$ cat src/rtl/mem_arbiter_if.sv
// Request/response bundle between N requesters, the arbiter and one shared LSU.
// master: requesters + LSU side (drives requests and beat completions).
// slave: the arbiter (drives acks, responses and the LSU command).
interface mem_arbiter_if #(
    parameter int NREQ = 2,
    parameter int AW   = 32,
    parameter int DW   = 32
);
    logic [NREQ-1:0]    req_valid;
    logic [NREQ-1:0]    req_wen;
    logic [NREQ-1:0]    req_ren;
    logic [NREQ-1:0]    req_sign;
    logic [2*NREQ-1:0]  req_mask;
    logic [AW*NREQ-1:0] req_addr;
    logic [DW*NREQ-1:0] req_wdata;
    logic [8*NREQ-1:0]  req_tlen;
    logic [NREQ-1:0]    req_ack;
    logic [NREQ-1:0]    resp_valid;
    logic [DW-1:0]      resp_rdata;
    logic               mem_start;
    logic               mem_wen;
    logic               mem_ren;
    logic               mem_sign;
    logic [1:0]         mem_mask;
    logic [AW-1:0]      mem_addr;
    logic [DW-1:0]      mem_wdata;
    logic [7:0]         mem_tlen;
    logic               mem_ok;
    logic [DW-1:0]      mem_rdata;
    logic               busy;

    modport master (
        output req_valid, req_wen, req_ren, req_sign, req_mask, req_addr,
               req_wdata, req_tlen, mem_ok, mem_rdata,
        input  req_ack, resp_valid, resp_rdata, mem_start, mem_wen, mem_ren,
               mem_sign, mem_mask, mem_addr, mem_wdata, mem_tlen, busy
    );

    modport slave (
        input  req_valid, req_wen, req_ren, req_sign, req_mask, req_addr,
               req_wdata, req_tlen, mem_ok, mem_rdata,
        output req_ack, resp_valid, resp_rdata, mem_start, mem_wen, mem_ren,
               mem_sign, mem_mask, mem_addr, mem_wdata, mem_tlen, busy
    );
endinterface

$ cat src/rtl/mem_arbiter.sv
// Arbitrates NREQ requesters onto one LSU port (fixed priority or round-robin), one transaction at a time.
// Latency: req_ack combinational in the arbitration cycle, mem_start next cycle, resp_valid same cycle as mem_ok.
// Backpressure: requesters hold req_valid until req_ack; the grant is locked until the last beat, no preemption.
module mem_arbiter #(
    parameter int NREQ = 2,
    parameter int MODE = 1,
    parameter int AW   = 32,
    parameter int DW   = 32
) (
    input logic          clock,
    input logic          reset,
    mem_arbiter_if.slave bus
);
    localparam int IW = (NREQ > 1) ? $clog2(NREQ) : 1;

    typedef enum logic [1:0] {
        IDLE,
        ISSUE,
        WAIT
    } state_t;

    typedef struct packed {
        logic          wen;
        logic          ren;
        logic          sign;
        logic [1:0]    mask;
        logic [AW-1:0] addr;
        logic [DW-1:0] wdata;
        logic [7:0]    tlen;
    } cmd_t;

    state_t          state_q;
    state_t          state_d;
    cmd_t            cmd_q;
    cmd_t            sel_cmd;
    logic            sel_noop;
    logic            noop_q;
    logic [IW-1:0]   gnt_q;
    logic [IW-1:0]   rr_q;
    logic [IW-1:0]   gnt_inc;
    logic [IW-1:0]   win_idx;
    logic            win_vld;
    logic [7:0]      cnt_q;
    logic            done;
    logic [NREQ-1:0] ack_d;
    logic [NREQ-1:0] resp_vld_d;
    logic [DW-1:0]   resp_dat_d;
    logic            mem_start_d;

    // Winner search: from index 0 in fixed-priority mode, from the rr pointer (wrapping) in round-robin mode.
    always_comb begin
        int base;
        int idx_i;
        logic [IW-1:0] idx;
        win_vld = 1'b0;
        win_idx = '0;
        base    = (MODE == 1) ? int'(rr_q) : 0;
        for (int k = 0; k < NREQ; k++) begin
            idx_i = (base + k) % NREQ;
            idx   = IW'(idx_i);
            if (!win_vld && bus.req_valid[idx]) begin
                win_vld = 1'b1;
                win_idx = idx;
            end
        end
    end

    // Collect the winner's command; wen+ren together is a read, writes are always a single beat.
    always_comb begin
        sel_cmd       = '0;
        sel_cmd.ren   = bus.req_ren[win_idx];
        sel_cmd.wen   = bus.req_wen[win_idx] & ~bus.req_ren[win_idx];
        sel_cmd.sign  = bus.req_sign[win_idx];
        sel_cmd.mask  = bus.req_mask[win_idx*2 +: 2];
        sel_cmd.addr  = bus.req_addr[win_idx*AW +: AW];
        sel_cmd.wdata = bus.req_wdata[win_idx*DW +: DW];
        sel_cmd.tlen  = bus.req_ren[win_idx] ? bus.req_tlen[win_idx*8 +: 8] : 8'd0;
        sel_noop      = ~bus.req_ren[win_idx] & ~bus.req_wen[win_idx];
    end

    // Next round-robin start point: the requester after the one just served.
    always_comb begin
        gnt_inc = (gnt_q == IW'(NREQ - 1)) ? '0 : gnt_q + 1'b1;
    end

    // Next state and per-cycle pulses; a no-op command completes in ISSUE without touching the LSU.
    always_comb begin
        state_d     = state_q;
        ack_d       = '0;
        resp_vld_d  = '0;
        resp_dat_d  = '0;
        mem_start_d = 1'b0;
        done        = 1'b0;
        unique case (state_q)
            IDLE: begin
                if (win_vld) begin
                    ack_d[win_idx] = 1'b1;
                    state_d        = ISSUE;
                end
            end
            ISSUE: begin
                if (noop_q) begin
                    resp_vld_d[gnt_q] = 1'b1;
                    done              = 1'b1;
                    state_d           = IDLE;
                end else begin
                    mem_start_d = 1'b1;
                    state_d     = WAIT;
                end
            end
            WAIT: begin
                if (bus.mem_ok) begin
                    resp_vld_d[gnt_q] = 1'b1;
                    resp_dat_d        = bus.mem_rdata;
                    if (cnt_q == 8'd0) begin
                        done    = 1'b1;
                        state_d = IDLE;
                    end
                end
            end
            default: state_d = IDLE;
        endcase
    end

    // State register.
    always_ff @(posedge clock or negedge reset) begin
        if (!reset) begin
            state_q <= IDLE;
        end else begin
            state_q <= state_d;
        end
    end

    // Command latch, beat counter and rr pointer; the command clears at transaction end so IDLE outputs read 0.
    always_ff @(posedge clock or negedge reset) begin
        if (!reset) begin
            cmd_q  <= '0;
            noop_q <= 1'b0;
            gnt_q  <= '0;
            rr_q   <= '0;
            cnt_q  <= '0;
        end else begin
            if (state_q == IDLE && win_vld) begin
                gnt_q  <= win_idx;
                noop_q <= sel_noop;
                cmd_q  <= sel_noop ? '0 : sel_cmd;
                cnt_q  <= sel_cmd.tlen;
            end else if (done) begin
                cmd_q  <= '0;
                noop_q <= 1'b0;
                cnt_q  <= '0;
                rr_q   <= gnt_inc;
            end else if (state_q == WAIT && bus.mem_ok) begin
                cnt_q <= cnt_q - 8'd1;
            end
        end
    end

    // The ack path is combinational from req_valid, so it is gated to stay quiet while reset is held.
    assign bus.req_ack    = ack_d & {NREQ{reset}};
    assign bus.resp_valid = resp_vld_d;
    assign bus.resp_rdata = resp_dat_d;
    assign bus.mem_start  = mem_start_d;
    assign bus.mem_wen    = cmd_q.wen;
    assign bus.mem_ren    = cmd_q.ren;
    assign bus.mem_sign   = cmd_q.sign;
    assign bus.mem_mask   = cmd_q.mask;
    assign bus.mem_addr   = cmd_q.addr;
    assign bus.mem_wdata  = cmd_q.wdata;
    assign bus.mem_tlen   = cmd_q.tlen;
    assign bus.busy       = (state_q != IDLE);

endmodule
$ cat src/flat_wrapper.sv
// flat-port wrapper written by rule: the top's interface ports become plain ports
module mem_arbiter_flat 
#(
    parameter int NREQ = 2,
    parameter int MODE = 1,
    parameter int AW   = 32,
    parameter int DW   = 32
)
  (clock, reset, bus_req_valid, bus_req_wen, bus_req_ren, bus_req_sign, bus_req_mask, bus_req_addr, bus_req_wdata, bus_req_tlen, bus_mem_ok, bus_mem_rdata, bus_req_ack, bus_resp_valid, bus_resp_rdata, bus_mem_start, bus_mem_wen, bus_mem_ren, bus_mem_sign, bus_mem_mask, bus_mem_addr, bus_mem_wdata, bus_mem_tlen, bus_busy);
  mem_arbiter_if #(.NREQ(NREQ), .AW(AW), .DW(DW)) bus_i ();
  input logic clock;
  input logic reset;
  input wire logic [$bits(bus_i.req_valid)-1:0] bus_req_valid;
  input wire logic [$bits(bus_i.req_wen)-1:0] bus_req_wen;
  input wire logic [$bits(bus_i.req_ren)-1:0] bus_req_ren;
  input wire logic [$bits(bus_i.req_sign)-1:0] bus_req_sign;
  input wire logic [$bits(bus_i.req_mask)-1:0] bus_req_mask;
  input wire logic [$bits(bus_i.req_addr)-1:0] bus_req_addr;
  input wire logic [$bits(bus_i.req_wdata)-1:0] bus_req_wdata;
  input wire logic [$bits(bus_i.req_tlen)-1:0] bus_req_tlen;
  input wire logic [$bits(bus_i.mem_ok)-1:0] bus_mem_ok;
  input wire logic [$bits(bus_i.mem_rdata)-1:0] bus_mem_rdata;
  output wire logic [$bits(bus_i.req_ack)-1:0] bus_req_ack;
  output wire logic [$bits(bus_i.resp_valid)-1:0] bus_resp_valid;
  output wire logic [$bits(bus_i.resp_rdata)-1:0] bus_resp_rdata;
  output wire logic [$bits(bus_i.mem_start)-1:0] bus_mem_start;
  output wire logic [$bits(bus_i.mem_wen)-1:0] bus_mem_wen;
  output wire logic [$bits(bus_i.mem_ren)-1:0] bus_mem_ren;
  output wire logic [$bits(bus_i.mem_sign)-1:0] bus_mem_sign;
  output wire logic [$bits(bus_i.mem_mask)-1:0] bus_mem_mask;
  output wire logic [$bits(bus_i.mem_addr)-1:0] bus_mem_addr;
  output wire logic [$bits(bus_i.mem_wdata)-1:0] bus_mem_wdata;
  output wire logic [$bits(bus_i.mem_tlen)-1:0] bus_mem_tlen;
  output wire logic [$bits(bus_i.busy)-1:0] bus_busy;
  assign bus_i.req_valid = bus_req_valid;
  assign bus_i.req_wen = bus_req_wen;
  assign bus_i.req_ren = bus_req_ren;
  assign bus_i.req_sign = bus_req_sign;
  assign bus_i.req_mask = bus_req_mask;
  assign bus_i.req_addr = bus_req_addr;
  assign bus_i.req_wdata = bus_req_wdata;
  assign bus_i.req_tlen = bus_req_tlen;
  assign bus_i.mem_ok = bus_mem_ok;
  assign bus_i.mem_rdata = bus_mem_rdata;
  assign bus_req_ack = bus_i.req_ack;
  assign bus_resp_valid = bus_i.resp_valid;
  assign bus_resp_rdata = bus_i.resp_rdata;
  assign bus_mem_start = bus_i.mem_start;
  assign bus_mem_wen = bus_i.mem_wen;
  assign bus_mem_ren = bus_i.mem_ren;
  assign bus_mem_sign = bus_i.mem_sign;
  assign bus_mem_mask = bus_i.mem_mask;
  assign bus_mem_addr = bus_i.mem_addr;
  assign bus_mem_wdata = bus_i.mem_wdata;
  assign bus_mem_tlen = bus_i.mem_tlen;
  assign bus_busy = bus_i.busy;
  mem_arbiter #(.NREQ(NREQ), .MODE(MODE), .AW(AW), .DW(DW)) u_core (.clock(clock), .reset(reset), .bus(bus_i));
endmodule
$ cat config.mk
export PLATFORM = sky130hd
export DESIGN_NAME = mem_arbiter_flat
export DESIGN_NICKNAME = d
export VERILOG_FILES = /design/src/rtl/mem_arbiter_if.sv /design/src/rtl/mem_arbiter.sv /design/src/flat_wrapper.sv
export SDC_FILE = /design/constraint.sdc
export NUM_CORES = 1
export LEC_CHECK = 0
export ABC_CLOCK_PERIOD_IN_PS = 3900
export CAP_MARGIN = 20
export CORE_MARGIN = 4
export CORE_UTILIZATION = 29
export CTS_CLUSTER_DIAMETER = 150
export DETAILED_ROUTE_END_ITERATION = 10
export PLACE_DENSITY = 0.66
export SYNTH_ARGS = -nofsm -noshare
export SYNTH_HDL_FRONTEND = slang
export SYNTH_SLANG_ARGS = --single-unit
$ cat constraint.sdc
create_clock -name clock -period 3.9 [get_ports clock]
set_input_delay 0.975 -clock clock [delete_from_list [all_inputs] [get_ports clock]]
set_output_delay 0.975 -clock clock [all_outputs]
set_load 0.1 [all_outputs]
==> results.txt <==
Final Wtd Congestion -> 0.822
Setup crit start kind -> input port
Setup Skew -> 0.00832 ns
Yosys warns -> 0
First-pass GRT wire length -> 25.2 mm
Crit Path Category -> input port to output pin
Antenna-violating nets left -> 0
Final hold violations -> 0
Crit. End Element -> output pin
Ratio of cells with drive above 1 in the final layout -> 0.137
Sequential area share after synthesis -> 0.463
Maximum fanout along the worst path -> 10
Status -> complete, no violations
Final Setup Violations -> 0
Vias -> 4696
R2R setup slack -> 1.65 ns
RSZ-0062 raised after global routing -> no
Mean Syn Cell Area -> 10.2 um^2
Clk_lat worst skew -> 0.34 ns
Cell Rows -> 47
Gate family responsible for the most delay along the worst path -> buffers and inverters
Initial Utilization -> 0.294
Area Overhead vs Synth -> 79.1%
Post-CTS resize count -> 0
Period minus WS final -> 3.32 ns
Max_cap viols -> 0
Synth Cell Area -> 0.00486 mm^2
Final worst path period share -> 0.852
Cell chain of the critical path -> clkdlybuf4s50_1 -> and2_4 -> and3_1 -> buf_12
Async set-reset flop share out of synthesis -> 1.00
Worst-path clk slew -> 0.06 ns
GRT Total Usage -> 0.172
Total CTS buffers -> 9
DRC Markers -> 0
Antenna violations before repair -> 0
Peak VDD IR -> 0.510 mV
Post-Syn Instances -> 475
CTS Sinks -> 90
Grt ovf -> 0
Cell leakage power -> 4.04 nW
Most frequent cells in the layout -> 266 x clkdlybuf4s50_1, 90 x dfrtp_1, 88 x nand2_1
Level count of the clock H-tree -> 3
Cts hold-fix bufs -> 0
EDFF count, synth -> 0
Max clock buf depth -> 2
# nets final -> 966
WL per Instance -> 17.1 um
Achievable Freq -> 301 MHz
Required time worst endpoint -> 2.92 ns
Setup_tns -> 0 ns
Number of setup buffers added after CTS -> 0
Layout Cells excl Fill -> 992
Worst slew pin tran -> 1.05 ns
Root buffer cell -> clkbuf_16
DP Wirelength -> 13.4 mm
Chip height -> 137 um
Die Width -> 137 um
Slew margin rel. -> 0.300
Vias in the first global route -> 4751
1st-iter DRT viols -> 244
Buffers & Inverters on Critical Path -> 2
WL final -> 16.9 mm
Die footprint -> 0.0189 mm^2
Port buffer count -> 305
Hold Path Class -> flip-flop to flip-flop
Top flip-flop cell by instance count after synthesis -> dfrtp_1
Critical Path Max Stage Delay -> 0.64 ns
Fin. max-slew vios -> 0
1st-pass router iterations -> 4
Vias/cell -> 4.73
Slowest CP cell -> clkdlybuf4s50_1
Yosys reg bits -> 90
Cell variety after synth -> 45
Commonest non-fill, non-tap cell in the layout -> clkdlybuf4s50_1
Crit path DAT -> 2.35 ns
Antenna cells -> 0
Syn nets -> 671
Placed Cells -> 979
Pwr per Cell Area -> 904 mW/mm^2
Core Region -> 0.0165 mm^2
Pin count of the biggest net entering global routing -> 56
CTS tree -> done
Io pins -> 306
flip-flops by register name, indices dropped and copies added (netlist names):
name / cells
u_core.noop_q: 1
u_core.bus.mem_tlen: 8
u_core.bus.mem_ren: 1
u_core.rr_q: 1
u_core.cnt_q: 8
u_core.bus.mem_wdata: 32
u_core.bus.mem_addr: 32
u_core.bus.mem_wen: 1
u_core.bus.mem_mask: 2
u_core.state_q: 2
u_core.gnt_q: 1
u_core.bus.mem_sign: 1
worst reg2reg max path: cells and delay by family (launching register included):
family / cells / cell delay (ns)
and+or+nand+nor: 2 / 0.40
buffers and inverters: 3 / 0.64
adders and majority gates: 1 / 0.19
DFF: 1 / 0.36
AOI/OAI and AO/OA: 3 / 0.58
layer usage:
layer | GRT usage | vias to the layer above | share of wire | wire, um
li1 | - | 2260 | - | -
met1 | 0.206 | 2224 | 0.40 | 6720
met2 | 0.294 | 179 | 0.50 | 8530
met3 | 0.0471 | 33 | 0.072 | 1220
met4 | 0.0643 | 0 | 0.028 | 471
met5 | 0 | - | 0 | 0
through the flow:
| step | hold slack (ns) | utilization | power [mW] | setup WS (ns) | area (um^2) |
|---|---|---|---|---|---|
| final | 0.474 | 0.527 | 7.87 | 0.577 | 8700 |
| after global routing | 0.498 | 0.527 | 8.23 | 0.510 | 8700 |
| after CTS | 0.478 | 0.527 | 7.95 | 0.592 | 8700 |
| after detailed placement | 0.465 | 0.509 | 7.03 | 0.588 | 8410 |
| after global placement | 0.461 | 0.509 | 6.96 | 0.615 | 8410 |
| after floorplan | 0.452 | - | 5.62 | 0.446 | 4860 |
final cells by class:
type,count,area [um^2]
multi-input combinational,344,2350
clock buffer,9,225
inverter,8,30.0
clock inverter,4,70.1
fill,1446,7820
timing repair buffer,317,3500
tap,220,275
sequential,90,2250
cells by family (layout without fill, tap and decap cells):
| group | after synthesis | count (layout) | share of synthesized area |
|---|---|---|---|
| AO/OA/AOI/OAI | 116 | 116 | 0.173 |
| adder cells (fa/ha/maj) | 5 | 5 | 0.0129 |
| buffers and inverters | 41 | 338 | 0.0538 |
| flip-flops | 90 | 90 | 0.463 |
| multiplexers | 75 | 75 | 0.154 |
| AND/OR/NAND/NOR | 148 | 148 | 0.143 |
worst paths after layout:
| path | cells after the start | start | to |
|---|---|---|---|
| worst min-delay path | 1 | u_core.bus.mem_tlen[1] | u_core.bus.mem_tlen[1] |
| worst min register to register | 1 | u_core.bus.mem_tlen[1] | u_core.bus.mem_tlen[1] |
| max in group asynchronous | 3 | reset | u_core.bus.mem_addr[29] |
| worst max register to register | 9 | u_core.state_q[0] | u_core.bus.mem_wdata[31] |
| worst max-delay path | 4 | bus_req_valid[1] | bus_req_ack[1] |
| min in group asynchronous | 2 | reset | u_core.bus.mem_addr[10] |
report_power, final:
group	internal, mW	switching [mW]	leakage (nW)	total (mW)
Sequential	1.33	0.228	1.15	1.56
Combinational	1.42	4.01	2.75	5.43
Clock	0.548	0.336	0.147	0.883
synth_stat cells (2+ instances only):
master	count	area share
o221a_2	3	0.0070
nor3_1	3	0.0031
o21a_1	4	0.0062
nor2_1	10	0.0077
a21o_1	6	0.0093
and3_1	36	0.046
a21oi_1	6	0.0062
o22a_1	3	0.0054
clkbuf_2	3	0.0031
buf_2	14	0.014
inv_1	8	0.0062
mux2i_1	75	0.15
ha_1	5	0.013
dfrtp_1	90	0.46
a32o_1	2	0.0041
o21ai_0	44	0.045
o21ai_2	30	0.054
clkbuf_1	8	0.0062
nand2_1	89	0.069
buf_6	3	0.0070
buf_12	3	0.012
a31oi_1	5	0.0064
and2_1	3	0.0039
No activity file was read; power rests on OpenSTA's default activity.
